`src/rtl/cvp14_core.sv`:
```
// cvp14_core: multicycle 16-bit core with 8 registers, a 16-bit PC and a
// single-ported memory bus (Addr/RD/WR/DataOut out, DataIn back).
//
// Bus handshake: RD or WR is high for exactly one cycle per access. Addr,
// RD, WR and DataOut are registers, all valid during that cycle. For a read,
// the memory returns DataIn in the following cycle, and the core samples it
// at the end of that cycle. For a write, the memory takes DataOut at Addr
// during the WR cycle. RD and WR are never high together.
//
// Bus registers are loaded with the values for the state being entered, so
// a FETCH cycle already shows Addr=PC, RD=1. Reset leaves the core in FETCH
// with RD=0. That first FETCH cycle only issues the read, so the first real
// fetch cycle is the one after the first clock edge out of reset.
module cvp14_core #(
    parameter logic [15:0] RESET_PC = 16'h0000
) (
    input  logic        Clk1,
    input  logic        Reset,
    input  logic [15:0] DataIn,
    output logic [15:0] Addr,
    output logic        RD,
    output logic        WR,
    output logic        V,
    output logic [15:0] DataOut,
    output logic [2:0]  dbg_state
);

    typedef enum logic [2:0] {
        S_FETCH = 3'd0,
        S_FWAIT = 3'd1,
        S_EXEC  = 3'd2,
        S_MEM   = 3'd3,
        S_MWAIT = 3'd4,
        S_HALT  = 3'd5
    } state_t;

    localparam logic [3:0] OP_ADD  = 4'h0;
    localparam logic [3:0] OP_SUB  = 4'h1;
    localparam logic [3:0] OP_AND  = 4'h2;
    localparam logic [3:0] OP_OR   = 4'h3;
    localparam logic [3:0] OP_XOR  = 4'h4;
    localparam logic [3:0] OP_SLL  = 4'h5;
    localparam logic [3:0] OP_LLB  = 4'h6;
    localparam logic [3:0] OP_LHB  = 4'h7;
    localparam logic [3:0] OP_LD   = 4'h8;
    localparam logic [3:0] OP_ST   = 4'h9;
    localparam logic [3:0] OP_BEQZ = 4'hA;
    localparam logic [3:0] OP_JR   = 4'hB;
    localparam logic [3:0] OP_HALT = 4'hC;

    state_t      state, state_nx;
    logic [15:0] pc, ir;
    logic [15:0] rf [8];

    logic [3:0]  op;
    logic [2:0]  f_rd, f_rs, f_rt;
    logic [15:0] rd_val, rs_val, rt_val;
    logic [15:0] ea, pc_exec;
    logic [15:0] alu_res;
    logic        alu_we, alu_v;
    logic [15:0] addr_nx, dout_nx;
    logic        rd_nx, wr_nx;

    // Instruction fields and operand reads. R0 is never written, so it reads 0.
    assign op      = ir[15:12];
    assign f_rd    = ir[11:9];
    assign f_rs    = ir[8:6];
    assign f_rt    = ir[5:3];
    assign rd_val  = rf[f_rd];
    assign rs_val  = rf[f_rs];
    assign rt_val  = rf[f_rt];
    assign ea      = rs_val + {{10{ir[5]}}, ir[5:0]};
    assign dbg_state = state;

    // ALU results and register-write enable for ops that finish in EXEC.
    always_comb begin
        alu_res = 16'h0000;
        alu_we  = 1'b0;
        alu_v   = 1'b0;
        case (op)
            OP_ADD: begin
                alu_res = rs_val + rt_val;
                alu_we  = 1'b1;
                alu_v   = (rs_val[15] == rt_val[15]) && (alu_res[15] != rs_val[15]);
            end
            OP_SUB: begin
                alu_res = rs_val - rt_val;
                alu_we  = 1'b1;
                alu_v   = (rs_val[15] != rt_val[15]) && (alu_res[15] != rs_val[15]);
            end
            OP_AND: begin alu_res = rs_val & rt_val;           alu_we = 1'b1; end
            OP_OR:  begin alu_res = rs_val | rt_val;           alu_we = 1'b1; end
            OP_XOR: begin alu_res = rs_val ^ rt_val;           alu_we = 1'b1; end
            OP_SLL: begin alu_res = rs_val << ir[3:0];         alu_we = 1'b1; end
            OP_LLB: begin alu_res = {rd_val[15:8], ir[7:0]};   alu_we = 1'b1; end
            OP_LHB: begin alu_res = {ir[7:0], rd_val[7:0]};    alu_we = 1'b1; end
            default: ;
        endcase
    end

    // PC after EXEC. It is already incremented, so a zero branch offset falls through.
    always_comb begin
        pc_exec = pc;
        if (op == OP_BEQZ && rd_val == 16'h0000)
            pc_exec = pc + {{7{ir[8]}}, ir[8:0]};
        else if (op == OP_JR)
            pc_exec = rs_val;
    end

    // Next state plus next bus values for the state being entered.
    always_comb begin
        state_nx = state;
        addr_nx  = Addr;
        dout_nx  = DataOut;
        rd_nx    = 1'b0;
        wr_nx    = 1'b0;
        case (state)
            S_FETCH: begin
                if (RD) begin
                    state_nx = S_FWAIT;
                end else begin
                    // only reached straight out of reset: issue the fetch now
                    addr_nx = pc;
                    rd_nx   = 1'b1;
                end
            end
            S_FWAIT: state_nx = S_EXEC;
            S_EXEC: begin
                case (op)
                    OP_LD: begin
                        state_nx = S_MEM;
                        addr_nx  = ea;
                        rd_nx    = 1'b1;
                    end
                    OP_ST: begin
                        state_nx = S_MEM;
                        addr_nx  = ea;
                        wr_nx    = 1'b1;
                        dout_nx  = rd_val;
                    end
                    OP_HALT: begin
                        state_nx = S_HALT;
                        addr_nx  = 16'hFFFF;
                    end
                    default: begin
                        state_nx = S_FETCH;
                        addr_nx  = pc_exec;
                        rd_nx    = 1'b1;
                    end
                endcase
            end
            S_MEM: begin
                if (op == OP_ST) begin
                    state_nx = S_FETCH;
                    addr_nx  = pc;
                    rd_nx    = 1'b1;
                end else begin
                    state_nx = S_MWAIT;
                end
            end
            S_MWAIT: begin
                state_nx = S_FETCH;
                addr_nx  = pc;
                rd_nx    = 1'b1;
            end
            S_HALT: addr_nx = 16'hFFFF;
            default: state_nx = S_FETCH;
        endcase
    end

    // State register.
    always_ff @(posedge Clk1 or negedge Reset) begin
        if (!Reset) state <= S_FETCH;
        else        state <= state_nx;
    end

    // Datapath and bus registers. Reset discards any instruction in flight.
    always_ff @(posedge Clk1 or negedge Reset) begin
        if (!Reset) begin
            pc      <= RESET_PC;
            ir      <= 16'h0000;
            V       <= 1'b0;
            Addr    <= 16'h0000;
            RD      <= 1'b0;
            WR      <= 1'b0;
            DataOut <= 16'h0000;
            for (int i = 0; i < 8; i++) rf[i] <= 16'h0000;
        end else begin
            Addr    <= addr_nx;
            RD      <= rd_nx;
            WR      <= wr_nx;
            DataOut <= dout_nx;
            if (state == S_FWAIT) begin
                ir <= DataIn;
                pc <= pc + 16'd1;
            end
            if (state == S_EXEC) begin
                pc <= pc_exec;
                if (alu_we && f_rd != 3'd0) rf[f_rd] <= alu_res;
                if (op == OP_ADD || op == OP_SUB) V <= alu_v;
            end
            if (state == S_MWAIT && f_rd != 3'd0) rf[f_rd] <= DataIn;
        end
    end

endmodule

```
`config.mk`:
```
export PLATFORM = sky130hd
export DESIGN_NAME = cvp14_core
export DESIGN_NICKNAME = d
export VERILOG_FILES = /design/src/rtl/cvp14_core.sv
export SDC_FILE = /design/constraint.sdc
export NUM_CORES = 1
export LEC_CHECK = 0
export ABC_CLOCK_PERIOD_IN_PS = 10500
export BUFFER_PORTS_ARGS = -buffer_cell sky130_fd_sc_hd__clkbuf_2
export CELL_PAD_IN_SITES_DETAIL_PLACEMENT = 1
export CELL_PAD_IN_SITES_GLOBAL_PLACEMENT = 1
export CORE_AREA = 2 2 237 239
export CTS_CLUSTER_DIAMETER = 60
export CTS_CLUSTER_SIZE = 12
export DETAILED_ROUTE_END_ITERATION = 8
export DIE_AREA = 0 0 239 241
export GPL_TIMING_DRIVEN = 0
export PLACE_DENSITY = 0.62
export SLEW_MARGIN = 20
export SYNTH_ARGS = -nofsm -noshare
export SYNTH_HDL_FRONTEND = slang
export SYNTH_SLANG_ARGS = --single-unit
```
`constraint.sdc`:
```
create_clock -name Clk1 -period 10.5 [get_ports Clk1]
set_clock_uncertainty 0.15 [all_clocks]
set_input_delay 1.575 -clock Clk1 [delete_from_list [all_inputs] [get_ports Clk1]]
set_output_delay 1.575 -clock Clk1 [all_outputs]
set_load 0.02 [all_outputs]
```
======== Yosys cells after proc, flatten, opt, wreduce, memory -nomap -nowiden ========
Cells that the tools add are included.
operators by class
  eq/ne operators ......................... 24
  reductions and logical operators ........ 20
  order comparisons ....................... 4
  mux-type cells .......................... 36
  bitwise operators ....................... 7
  shift-type cells ........................ 1
  add/sub/neg operators ................... 5
operator list
  kind                                           number
  2-to-1 mux 128 bit                             3
  bitwise mux 128 bit                            2
  2-to-1 mux 16 bit                              13
  binary-select mux 16 bit (select 3 bit)        3
  case mux 16 bit (8 select lines)               1
  case mux 16 bit (5 select lines)               1
  adder 16 bit                                   3
  demux 16 bit (select 3 bit)                    1
  case mux 16 bit (2 select lines)               1
  == test 4 bit, second input constant           5
  adder 16 x 1 -> 16 bit, second input constant  1
  bitwise AND 16 bit                             1
  == test 4 x 3 -> 1 bit, second input constant  4
  logical NOT 16 bit                             1
  bitwise OR 16 bit                              1
  << shifter 16 x 4 -> 16 bit                    1
  subtractor 16 bit                              1
  XOR 16 bit                                     1
  case mux 3 bit (5 select lines)                1
  >= comparator 4 bit, second input constant     3
  NOT 3 -> 4 bit                                 3
  == test 4 x 2 -> 1 bit, second input constant  2
  OR reduction 8 bit                             1
  == test 3 x 2 -> 1 bit, second input constant  2
  23 further kinds                               41
storage, ports and cells
  output and inout bits ................... 38
  bits in registers ....................... 198
  input bits .............................. 18

======== Longest topological paths before layout ========
  word-level depth ........................ 11
  mapped depth ............................ 18
  depth with buffers taken out ............ 14

======== Worst setup path before layout ========
OpenSTA, ideal clock, no wires.
  path type ............................... reg-to-reg
  from .................................... register ir[3]
  to ...................................... register rf[28] in the netlist's numbering
  data required time ...................... 10.232 ns
  cell stages (with the launch flop) ...... 17
  data arrival time ....................... 4.910 ns
  library setup time ...................... 0.118 ns
  path slack .............................. 5.322 ns
  cells stage by stage .................... dfrtp_1 -> clkbuf_1 -> buf_1 -> mux4_2 -> mux2i_1 -> inv_1 -> ha_1 -> fa_1 -> a211oi_1 -> o21ai_0 -> a311oi_1 -> o21ai_0 -> a21o_1 -> a221o_1 -> a211oi_2 -> a211oi_1 -> a21o_1
between the ends
  word-level cells in the longest chain between the ends .. 11
ends and longest elaborated chain
  item                                                   line  RTL
  from (decl)                                            52    logic [15:0] pc, ir;
  from (signal assigned)                                 194   ir <= DataIn;
  NOT 3 -> 4 bit (implied by the code)                   71    assign rt_val = rf[f_rt];
  binary-select mux 16 bit (select 3 bit)                71
  2-to-1 mux 16 bit (implied by the code) (2 in series)  71
  subtractor 16 bit, or another cell as far along        87    alu_res = rs_val - rt_val;
  case mux 16 bit (8 select lines) *                     80    case (op)
  bitwise mux 128 bit *                                  199   if (alu_we && f_rd != 3'd0) rf[f_rd] <= alu_res;
  2-to-1 mux 128 bit *                                   199
  2-to-1 mux 128 bit *                                   197   if (state == S_EXEC) begin
  bitwise mux 128 bit                                    202   if (state == S_MWAIT && f_rd != 3'd0) rf[f_rd] <= DataIn;
  2-to-1 mux 128 bit *                                   202
  to (signal, indexed assignment)                        199
  to (signal, indexed assignment)                        202
  to (decl)                                              53    logic [15:0] rf [8];
Every way passes the cells marked *; elsewhere a longest branch is shown, timed or not. The select of a mux whose other input is x is not followed.
A chain may end at the register's enable or synchronous reset.

======== Worst setup path in the final report ========
  from .................................... register ir[4]
  to ...................................... register rf[28] in the netlist's numbering
The elaborated chain is that of the path after synthesis.

==> flow_results.org <==
** Outcome
- Result of the run :: finished clean

** GRT
- Entering global routing, the biggest net connects 82 pins.
- Global routing used 27.66% of the available tracks.
- Global-route wire length before repair :: 115.3 mm
- The number of antenna violations at the first check in global routing is 2.
- Summed over all layers, the global routing overflow is 0.
- The number of global-route vias before repair came to 16.45k.

** Final layout
- Counting the fill cells in the layout gives 6,394.
- The sequential cells in the finished layout cover a total of 4955 um2.
- Ratio of cells with drive above 1 in the final layout :: 14.01%
- Area growth, synth to finish :: 11.53%
- The multi-input combinational cells in the finished layout cover a total of around 11,000 um2.
- Ant. Diodes :: 0
- For this run, the post-layout net count is between 1.5k and 2k.

** Timing
- Worst max-slew margin expressed relative to the limit :: approximately 14%
- The number of pins with negative max-slew slack in the final report came to 0.
- Setup repair after global routing left no endpoint under its margin.
- Max frequency :: 131.7 MHz
- Setup violations remaining at the end of the flow were counted as 0.
- Final critical delay including setup and external delays :: 7.594 ns
- For the pin with the worst max-slew slack, the measured transition is 1.276 ns.
- Adding up every negative setup slack in the final design gives 0 ns.
- Final Cycle Share :: 72.33%
- The number of hold-slack violations in the final timing report is 0.

** Clock tree
- Clock tree from TritonCTS :: built
- Clock-pin slew was measured on the worst setup and hold paths at 0.08 ns.
- Level count of the clock H-tree :: 4
- CTS saw 198 sinks.
- Total setup buffers inserted after CTS :: 0
- The tree is rooted in a clkbuf_16.
- CTS Hold Buffers Added :: 0
- Post-CTS resize count :: 0
- The number of clock buffers added by TritonCTS is 17.
- Clock insertion delay at the later pin of the skew report :: 0.51 ns
- Counting along the longest clock path gives a buffer depth of 2.

** Run
- Across the run, the number of max-cap violations was 0.

** Route
- After detailed routing, the number of remaining DRC violations is 0.
- Final routed wire length divided by cell count :: 30.50 um
- The first detailed-routing pass took 6 iterations.
- Iteration-0 DRC Markers :: about 1.9k
- Post-route antenna net violation count :: 0
- Dividing the detail-routed via count by the number of cells gives 6.301.
- Summed over all layers, the routed wires come to 78.98 mm.
- Number of vias after detailed routing :: 16.31k

** Synth
- Most used DFF post-synth :: dfrtp_1
- Of all cell types, the one taking the most synthesized area is dfrtp_1.
- Fraction of post-synthesis cell area in the top cell type by area :: 30.20%
- Mean instance size in the synthesized netlist :: between 9 and 10 um2
- Count of flip-flops with a built-in enable after synthesis :: 0
- For this run, the number of Yosys warnings is 0.
- Cell area after synthesis :: 16,410 um2
- Gate count after technology mapping :: 1,798
- Of all flip-flops after synthesis, the portion carrying an async set or reset was between 90% and 100%.
- Ranking of synthesized cells by area :: dfrtp_1 (30%), mux4_2 (13%), ha_1 (6.0%)
- Post-synthesis cell type count :: 78
- Post-synthesis sequential area ratio :: 30.20%
- Synthesis produced a netlist with a net count of between 1.5k and 2k.
- After synthesis the netlist holds a flip-flop and latch count of roughly 200.

** Die
- Full die area :: approximately 58,000 um2
- Initial standard-cell utilization of the core :: 29.90%
- The floorplan step set the die width to 239 um.
- The total area inside the core boundary comes to 54,880 um2.
- In this run the count of I/O pins placed on the die edge is 56.
- In this run the vertical extent of the chip is 241 um.
- Row count :: 86

** Worst setup path
- For flop-to-flop paths, the worst setup slack is 2.91 ns.
- Along the worst path, the maximum fanout reaches 10.
- Worst Path Class, Setup :: register to register
- Data arrives at the worst endpoint at about 7.9 ns.
- Critical Path Start :: ir[4]$_DFFE_PN0P_
- Worst Setup Start Kind :: register
- Crit path required time :: between 10 and 15 ns
- The worst setup path is captured at a register.
- Critical register-to-register path startpoint :: ir[4]$_DFFE_PN0P_

** Place
- Routability-driven placement finished with a final weighted congestion of 0.9918.
- Final HPWL DP :: 61.43 mm
- During placement, the flow inserted port buffers numbering between 40 and 50.

** Worst hold path
- Startpoint of the lowest-slack hold path :: DataOut[7]$_DFFE_PN0P_
- The tightest min-delay check is of the register to register type.
-- worst max-delay path: stages (launching register included) --
cell       delay (ns)
dfrtp_1          0.47
buf_1            0.79
clkbuf_1         0.84
mux4_2           0.42
mux2i_1          0.79
inv_1            0.27
fa_1             0.52
o21bai_1         0.26
a31oi_1          0.16
a21o_1           0.24
a2111oi_0        0.66
nor3_1           0.21
a221o_1          0.41
a211oi_2         0.89
a211oi_1         0.18
a21o_1           0.20
-- cells in the mapped netlist (38+ instances only) --
master,number
o21ai_0,166
nor3_1,38
nand2_1,190
mux2i_1,93
inv_1,56
ha_1,79
clkbuf_1,90
nor2_1,154
mux4_2,97
a21oi_1,143
dfrtp_1,198
a21o_1,39
-- worst paths after layout --
check                      cells after the start                endpoint
min reg2reg                                    2  DataOut[7]$_DFFE_PN0P_
max reg2reg                                   15        rf[28]$_DFF_PN0_
min in group asynchronous                      1        rf[28]$_DFF_PN0_
max                                           15        rf[28]$_DFF_PN0_
min                                            2  DataOut[7]$_DFFE_PN0P_
max in group asynchronous                      2       pc[2]$_DFFE_PN0P_
-- layout by cell type (no fill, tap or decap), types with 13 or more instances in the layout --
cell type | netlist | final
nand2_1 | 190 | 190
o211ai_1 | 17 | 17
inv_1 | 56 | 56
a21o_1 | 39 | 39
o221ai_1 | 19 | 19
clkbuf_16 | 0 | 17
a21oi_1 | 143 | 143
xnor2_1 | 27 | 27
a31oi_1 | 13 | 13
buf_1 | 19 | 16
xor2_1 | 15 | 15
nand3_1 | 26 | 26
a211oi_1 | 21 | 20
nor2b_1 | 13 | 13
o22ai_1 | 23 | 23
mux2i_1 | 93 | 93
clkbuf_2 | 5 | 53
buf_2 | 13 | 17
nor3_1 | 38 | 29
dfrtp_1 | 198 | 198
ha_1 | 79 | 79
mux2_2 | 21 | 21
o21ai_0 | 166 | 165
or3_1 | 20 | 20
clkbuf_1 | 90 | 90
a221oi_1 | 17 | 17
nor2_1 | 154 | 153
mux4_2 | 97 | 97
-- area by class of cell --
| type | count | area share [%] |
|---|---|---|
| Sequential cell | 198 | 27.08 |
| Multi-Input combinational cell | 1406 | 58.64 |
| Clock inverter | 14 | 0.8890 |
| Tap cell | 704 | 4.814 |
| Buffer | 135 | 3.146 |
| Inverter | 59 | 1.210 |
| Timing Repair Buffer | 55 | 1.874 |
| Clock buffer | 18 | 2.345 |
-- metrics by stage --
step / cell area [um2] / setup WS (ns) / instances / hold slack (ns) / utilization, %
floorplan: 16410 / 5.322 / 1798 / 0.3080 / -
global placement: 17520 / 2.770 / 2549 / 0.3235 / 31.93
detailed placement: 17700 / 2.894 / 2557 / 0.3251 / 32.25
CTS: 18290 / 2.896 / 2589 / 0.3441 / 33.33
global route: 18300 / 2.819 / 2589 / 0.3774 / 33.34
finish: 18300 / 2.906 / 2589 / 0.3403 / 33.34
-- cells by family (layout without fill, tap and decap cells) --
kind of cell | count (synthesis) | after routing | synth area share, %
xor gates and xnor gates | 42 | 42 | 2.242
muxes | 211 | 211 | 20.43
DFF | 198 | 198 | 30.20
adders and majority gates | 83 | 83 | 6.513
AOI/OAI and AO/OA | 571 | 571 | 22.30
and+or+nand+nor | 499 | 499 | 13.48
buffers and inverters | 194 | 281 | 4.828
-- routing by layer --
layer | vias to the layer above | wire length, um | track usage [%] | part of all wire [%]
met4 | 4 | 4170 | 14.32 | 5.3
met1 | 8412 | 32270 | 35.78 | 41
met5 | - | 32 | 0 | 0.041
li1 | 6888 | - | - | -
met3 | 193 | 6746 | 5.948 | 8.5
met2 | 816 | 35760 | 43.58 | 45
-- flip-flops by register name (all words and copies together), names as in the netlist --
signal / flops
dbg_state: 3
RD: 1
rf: 128
WR: 1
Addr: 16
ir: 16
V: 1
pc: 16
DataOut: 16
Power is left out: the tool's default activity adds up to more than one toggle a clock period on the data nets, which glitch-free logic cannot reach.
